$ cat src/rtl/geri_yaz_hakem.sv
// geri_yaz_hakem: round-robin arbiter for the single integer register-file
// write port. Several execution-unit result sources compete for the port.
// Each cycle this block picks at most one winner and registers its result
// onto the write port. Writes to x0 are accepted but not performed.
// A saturating counter records how many cycles had contention.
module geri_yaz_hakem #(
    parameter int ISTEKCI_SAYISI = 3,
    parameter int VERI_BIT       = 32,
    parameter int YAZMAC_BIT     = 5,
    parameter int UOP_TAG_BIT    = 6
) (
    input  logic                                  clk_i,
    input  logic                                  rstn_i,
    input  logic [ISTEKCI_SAYISI-1:0]             ist_gecerli_i,
    input  logic [ISTEKCI_SAYISI*VERI_BIT-1:0]    ist_veri_i,
    input  logic [ISTEKCI_SAYISI*YAZMAC_BIT-1:0]  ist_adres_i,
    input  logic [ISTEKCI_SAYISI*UOP_TAG_BIT-1:0] ist_etiket_i,
    output logic [ISTEKCI_SAYISI-1:0]             ist_hazir_o,
    input  logic                                  bosalt_i,
    output logic [VERI_BIT-1:0]                   yo_veri_o,
    output logic [YAZMAC_BIT-1:0]                 yo_adres_o,
    output logic [UOP_TAG_BIT-1:0]                yo_etiket_o,
    output logic                                  yo_gecerli_o,
    output logic [31:0]                           cakisma_sayisi_o
);

    localparam int N  = ISTEKCI_SAYISI;
    localparam int IW = $clog2(N);

    typedef logic [IW-1:0] idx_t;

    idx_t                   oncelik_r;
    idx_t                   kazanan;
    logic                   aktarim;
    logic [N-1:0]           hazir;
    logic [IW:0]            aday;
    idx_t                   sonraki_oncelik;
    logic [VERI_BIT-1:0]    kazanan_veri;
    logic [YAZMAC_BIT-1:0]  kazanan_adres;
    logic [UOP_TAG_BIT-1:0] kazanan_etiket;
    logic                   cakisma_var;

    logic [VERI_BIT-1:0]    yo_veri_r;
    logic [YAZMAC_BIT-1:0]  yo_adres_r;
    logic [UOP_TAG_BIT-1:0] yo_etiket_r;
    logic                   yo_gecerli_r;
    logic [31:0]            cakisma_r;

    // Scan requesters from the priority pointer upward with wrap and pick the first valid one.
    always_comb begin
        // NOTE: every variable gets a default before the scan so no path leaves it unassigned (no latch).
        hazir   = '0;
        kazanan = '0;
        aktarim = 1'b0;
        aday    = '0;
        for (int k = 0; k < N; k++) begin
            aday = {1'b0, oncelik_r} + (IW+1)'(k);
            if (aday >= (IW+1)'(N)) begin
                aday = aday - (IW+1)'(N);
            end
            if (!aktarim && ist_gecerli_i[aday[IW-1:0]]) begin
                aktarim = 1'b1;
                kazanan = aday[IW-1:0];
            end
        end
        // A flush suppresses the grant. The pointer therefore stays where it was.
        if (bosalt_i) begin
            aktarim = 1'b0;
        end
        if (aktarim) begin
            hazir[kazanan] = 1'b1;
        end
    end

    // While reset is held, no requester may believe it was accepted.
    assign ist_hazir_o = rstn_i ? hazir : '0;

    assign kazanan_veri    = ist_veri_i[int'(kazanan)*VERI_BIT +: VERI_BIT];
    assign kazanan_adres   = ist_adres_i[int'(kazanan)*YAZMAC_BIT +: YAZMAC_BIT];
    assign kazanan_etiket  = ist_etiket_i[int'(kazanan)*UOP_TAG_BIT +: UOP_TAG_BIT];
    assign sonraki_oncelik = (kazanan == idx_t'(N-1)) ? '0 : kazanan + idx_t'(1);

    // Contention means at least two valid bits are set. Clearing the lowest set bit then leaves something.
    assign cakisma_var = ((ist_gecerli_i & (ist_gecerli_i - N'(1))) != '0) && !bosalt_i;

    // Register the winning result. Advance the pointer past the winner. Count contention cycles.
    always_ff @(posedge clk_i or negedge rstn_i) begin
        if (!rstn_i) begin
            oncelik_r    <= '0;
            yo_veri_r    <= '0;
            yo_adres_r   <= '0;
            yo_etiket_r  <= '0;
            yo_gecerli_r <= 1'b0;
            cakisma_r    <= '0;
        end else begin
            // NOTE: non-blocking assignments so every register samples pre-edge values.
            if (aktarim) begin
                yo_veri_r    <= kazanan_veri;
                yo_adres_r   <= kazanan_adres;
                yo_etiket_r  <= kazanan_etiket;
                yo_gecerli_r <= (kazanan_adres != '0);
                oncelik_r    <= sonraki_oncelik;
            end else begin
                yo_gecerli_r <= 1'b0;
            end
            if (cakisma_var && (cakisma_r != '1)) begin
                cakisma_r <= cakisma_r + 32'd1;
            end
        end
    end

    assign yo_veri_o        = yo_veri_r;
    assign yo_adres_o       = yo_adres_r;
    assign yo_etiket_o      = yo_etiket_r;
    assign yo_gecerli_o     = yo_gecerli_r;
    assign cakisma_sayisi_o = cakisma_r;

endmodule
$ cat config.mk
export PLATFORM = sky130hd
export DESIGN_NAME = geri_yaz_hakem
export DESIGN_NICKNAME = d
export VERILOG_FILES = /design/src/rtl/geri_yaz_hakem.sv
export SDC_FILE = /design/constraint.sdc
export NUM_CORES = 1
export LEC_CHECK = 0
export ABC_AREA = 0
export CORE_MARGIN = 2
export CORE_UTILIZATION = 42
export DETAILED_ROUTE_END_ITERATION = 6
export GPL_ROUTABILITY_DRIVEN = 0
export PLACE_DENSITY = 0.91
export SYNTH_ARGS = -nofsm -noshare
export SYNTH_HDL_FRONTEND = slang
export SYNTH_SLANG_ARGS = --single-unit
$ cat constraint.sdc
create_clock -name clk_i -period 2.9 [get_ports clk_i]
set_clock_uncertainty 0.05 [all_clocks]
set_input_delay 0.29 -clock clk_i [delete_from_list [all_inputs] [get_ports clk_i]]
set_output_delay 0.29 -clock clk_i [all_outputs]
set_load 0.01 [all_outputs]
==> flow_summary.toml <==
[outcome]
status = "complete, no violations"

[placed_design]
port_buffers = 213
dpl_cell_area_mm2 = 0.00678
dpl.cell_count = 785
dp_hpwl_mm = 10.4
place_ws_ps = -89.4

[grt]
antenna_found_initial = 0
grt_max_degree = 83
grt_usage = 0.230
grt_pass1_wl_mm = 21.1
grt.overflow.total = 0
grt_pass1_vias = 4379

[route]
wl_mm = 14.2
drc = 0
viasPerCell = 5.38
ant_nets = 0
drtIter0Drc = 258
wl_per_cell_um = 17.6
vias = 4348
dr.pass1.iters = 4

[setup_path]
start_kind = "register"
worstPathRequired_ps = 3050
arrival_ps = 2940
worst_setup_path_end_kind = "register"
path_class = "reg -> reg"
path_max_fanout = 13

[synthesis]
syn-num-nets = 584
syn_inst = 444
synth-seq-cells = 78
synth_top_area_frac = 0.434
synthTopCellsByArea = "dfrtp_1, mux2i_1, a21o_1, a211oi_1, xnor2_1"
muxShareOfSynthArea = 0.110
synthFlopType = "dfrtp_1"
syn_avg_cell_area_um2 = 10.1
synth_largest_area_cell = "dfrtp_1"
yosysSeqAreaShare = 0.434
synth_compound_area_frac = 0.188
mappedNetlistArea_mm2 = 0.00450
async_flop_share = 1.00
synth_top_family_by_area = "compound AO/OA/AOI/OAI gates"
synth_fa_ha_area_frac = 0.0139
synth.distinct_cells = 51
synth_xor_area_frac = 0.0603
yosys.area_share.simple = 0.148
yosysWarnings = 0
synth_edf_count = 0

[pwr]
power.density_mw_per_mm2 = 970
swShare = 0.403
seq_power_share = 0.243
p_int_mw = 4.15
power_mw = 6.94
p_sw_mw = 2.80
clkPwrFrac = 0.105
irDropWorstVdd_uv = 519
p_leak_nw = 3.24
combPwrFrac = 0.652

[die]
ios = 214
initial_core_util = 0.434
core_area_mm2 = 0.0104
fp-row-count = 37
fp.dieH_um = 108
die-area_mm2 = 0.0116
die_x_um = 108

[cells_and_area]
syn_to_final_growth_pct = 59.0
drive_gt1_frac = 0.104
diodes = 0
nFillCells = 778
fin_area_mm2 = 0.00715
final_cells = 808
nets = 808

[sta]
drv_slew = 0
max_slew_margin = 0.547
holdWs_ps = 375
period_share = 0.962
period_needed_ps = 2790
setup_viol = 0
setup_ws_ps = 111
worst_pin_slew_ps = 680
finalHoldViolCount = 0
fmax_mhz = 358

[clocking]
cts_root_buf = "clkbuf_8"
ctsHtreeMaxLevel = 3
clock-sinks = 78
clockBufferDepth = 2
clock_latency_ps = 340
clk_pin_slew_ps = 80
cts_buffers = 9
cts_tree = "built"

[run]
maxCapViolations = 0

[hold_path]
hold_path.class = "in -> async"
==> cells by family after synthesis <==
group,after synthesis
AND/OR/NAND/NOR,137
AO/OA/AOI/OAI,115
flip-flops,78
multiplexers,47
XOR/XNOR,31
buffers and inverters,31
adder cells (fa/ha/maj),5
==> path summary, 6_finish.rpt <==
path	startpoint	endpoint	slack (ps)	cells after the start
setup / recovery	oncelik_r[0]	yo_gecerli_o	110	11
hold / removal	rstn_i	oncelik_r[0]	370	2
setup reg to reg	oncelik_r[0]	yo_gecerli_o	110	11
hold reg to reg	yo_veri_o[2]	yo_veri_o[2]	430	1
max in group asynchronous	rstn_i	yo_veri_o[11]	1430	3
min in group clk_i	yo_veri_o[2]	yo_veri_o[2]	430	1
==> placed cells by master (no fill, tap or decap), drive strengths merged, types with 5 or more instances in the layout <==
| master | instances |
|---|---|
| a211oi | 39 |
| a21o | 39 |
| and3 | 5 |
| and4 | 5 |
| buf | 23 |
| clkbuf | 14 |
| clkdlybuf4s50 | 209 |
| dfrtp | 78 |
| ha | 5 |
| inv | 6 |
| mux2i | 43 |
| nand2 | 31 |
| nand3 | 15 |
| nand4 | 11 |
| nor2 | 51 |
| o21ai | 14 |
| xnor2 | 23 |
| xor2 | 8 |
==> repair_timing <==
action	4_1_cts	5_1_grt
setup buffers	3	2
pin swaps	4	4
setup endpoints to repair	3	10
cloned	0	2
hold buffers	1	0
resized for setup	18	12
endpoints found under the hold margin	23	0
==> metal layers <==
metal	up-vias	part of all wire	GRT usage
met1	2082	0.39	0.271
met2	185	0.50	0.412
met5	-	0	0
met3	21	0.095	0.0696
li1	2060	-	-
met4	0	0.011	0.0522
==> registers in the layout, summed over array words and instances (netlist names) <==
name              cells
cakisma_sayisi_o     32
yo_veri_o            32
yo_adres_o            5
yo_etiket_o           6
yo_gecerli_o          1
oncelik_r             2
==> power groups by stage <==
stage | registers (mW) | logic, mW | clock network [mW]
finish | 1.69 | 4.52 | 0.728
global route | 1.74 | 4.84 | 0.800
CTS | 1.69 | 4.18 | 0.752
detailed placement | 1.70 | 4.01 | 0
global placement | 1.68 | 3.85 | 0
floorplan | 1.85 | 2.46 | 0
==> per-stage QoR <==
| stage | TNS, ps | utilization |
|---|---|---|
| after global routing | -41.6 | 0.690 |
| after CTS | 0 | 0.679 |
| final | 0 | 0.690 |
| after detailed placement | -142 | 0.654 |
| after global placement | -6.50 | 0.654 |
| after floorplan | 0 | - |
==> worst max-delay path, stage by stage (launching register included) <==
cell,delay [ps]
dfrtp_1,420
inv_2,100
ha_4,230
and3b_2,250
o21a_2,260
a211oi_4,260
or2_4,180
buf_12,120
buf_16,150
mux2_4,330
mux2i_4,150
a41oi_1,140
==> synthesized netlist by cell type, drive strengths merged, types with 5 or more instances <==
cell	instances
dfrtp	78
nor2	51
mux2i	43
a211oi	39
a21o	39
nand2	31
xnor2	23
buf	15
nand3	15
o21ai	14
nand4	11
clkbuf	10
xor2	8
inv	6
and3	5
and4	5
ha	5
==> layout make-up <==
type	count	area [um2]	share of cell area
inverters	6	22.5	0.00315
clock buffers	10	138	0.0192
repair buffers	238	2420	0.338
flip-flops and latches	78	1950	0.273
well taps	136	170	0.0238
clock inverters	5	36.3	0.00507
multi-input cells	335	2420	0.338
No activity file was read; power rests on OpenSTA's default activity.
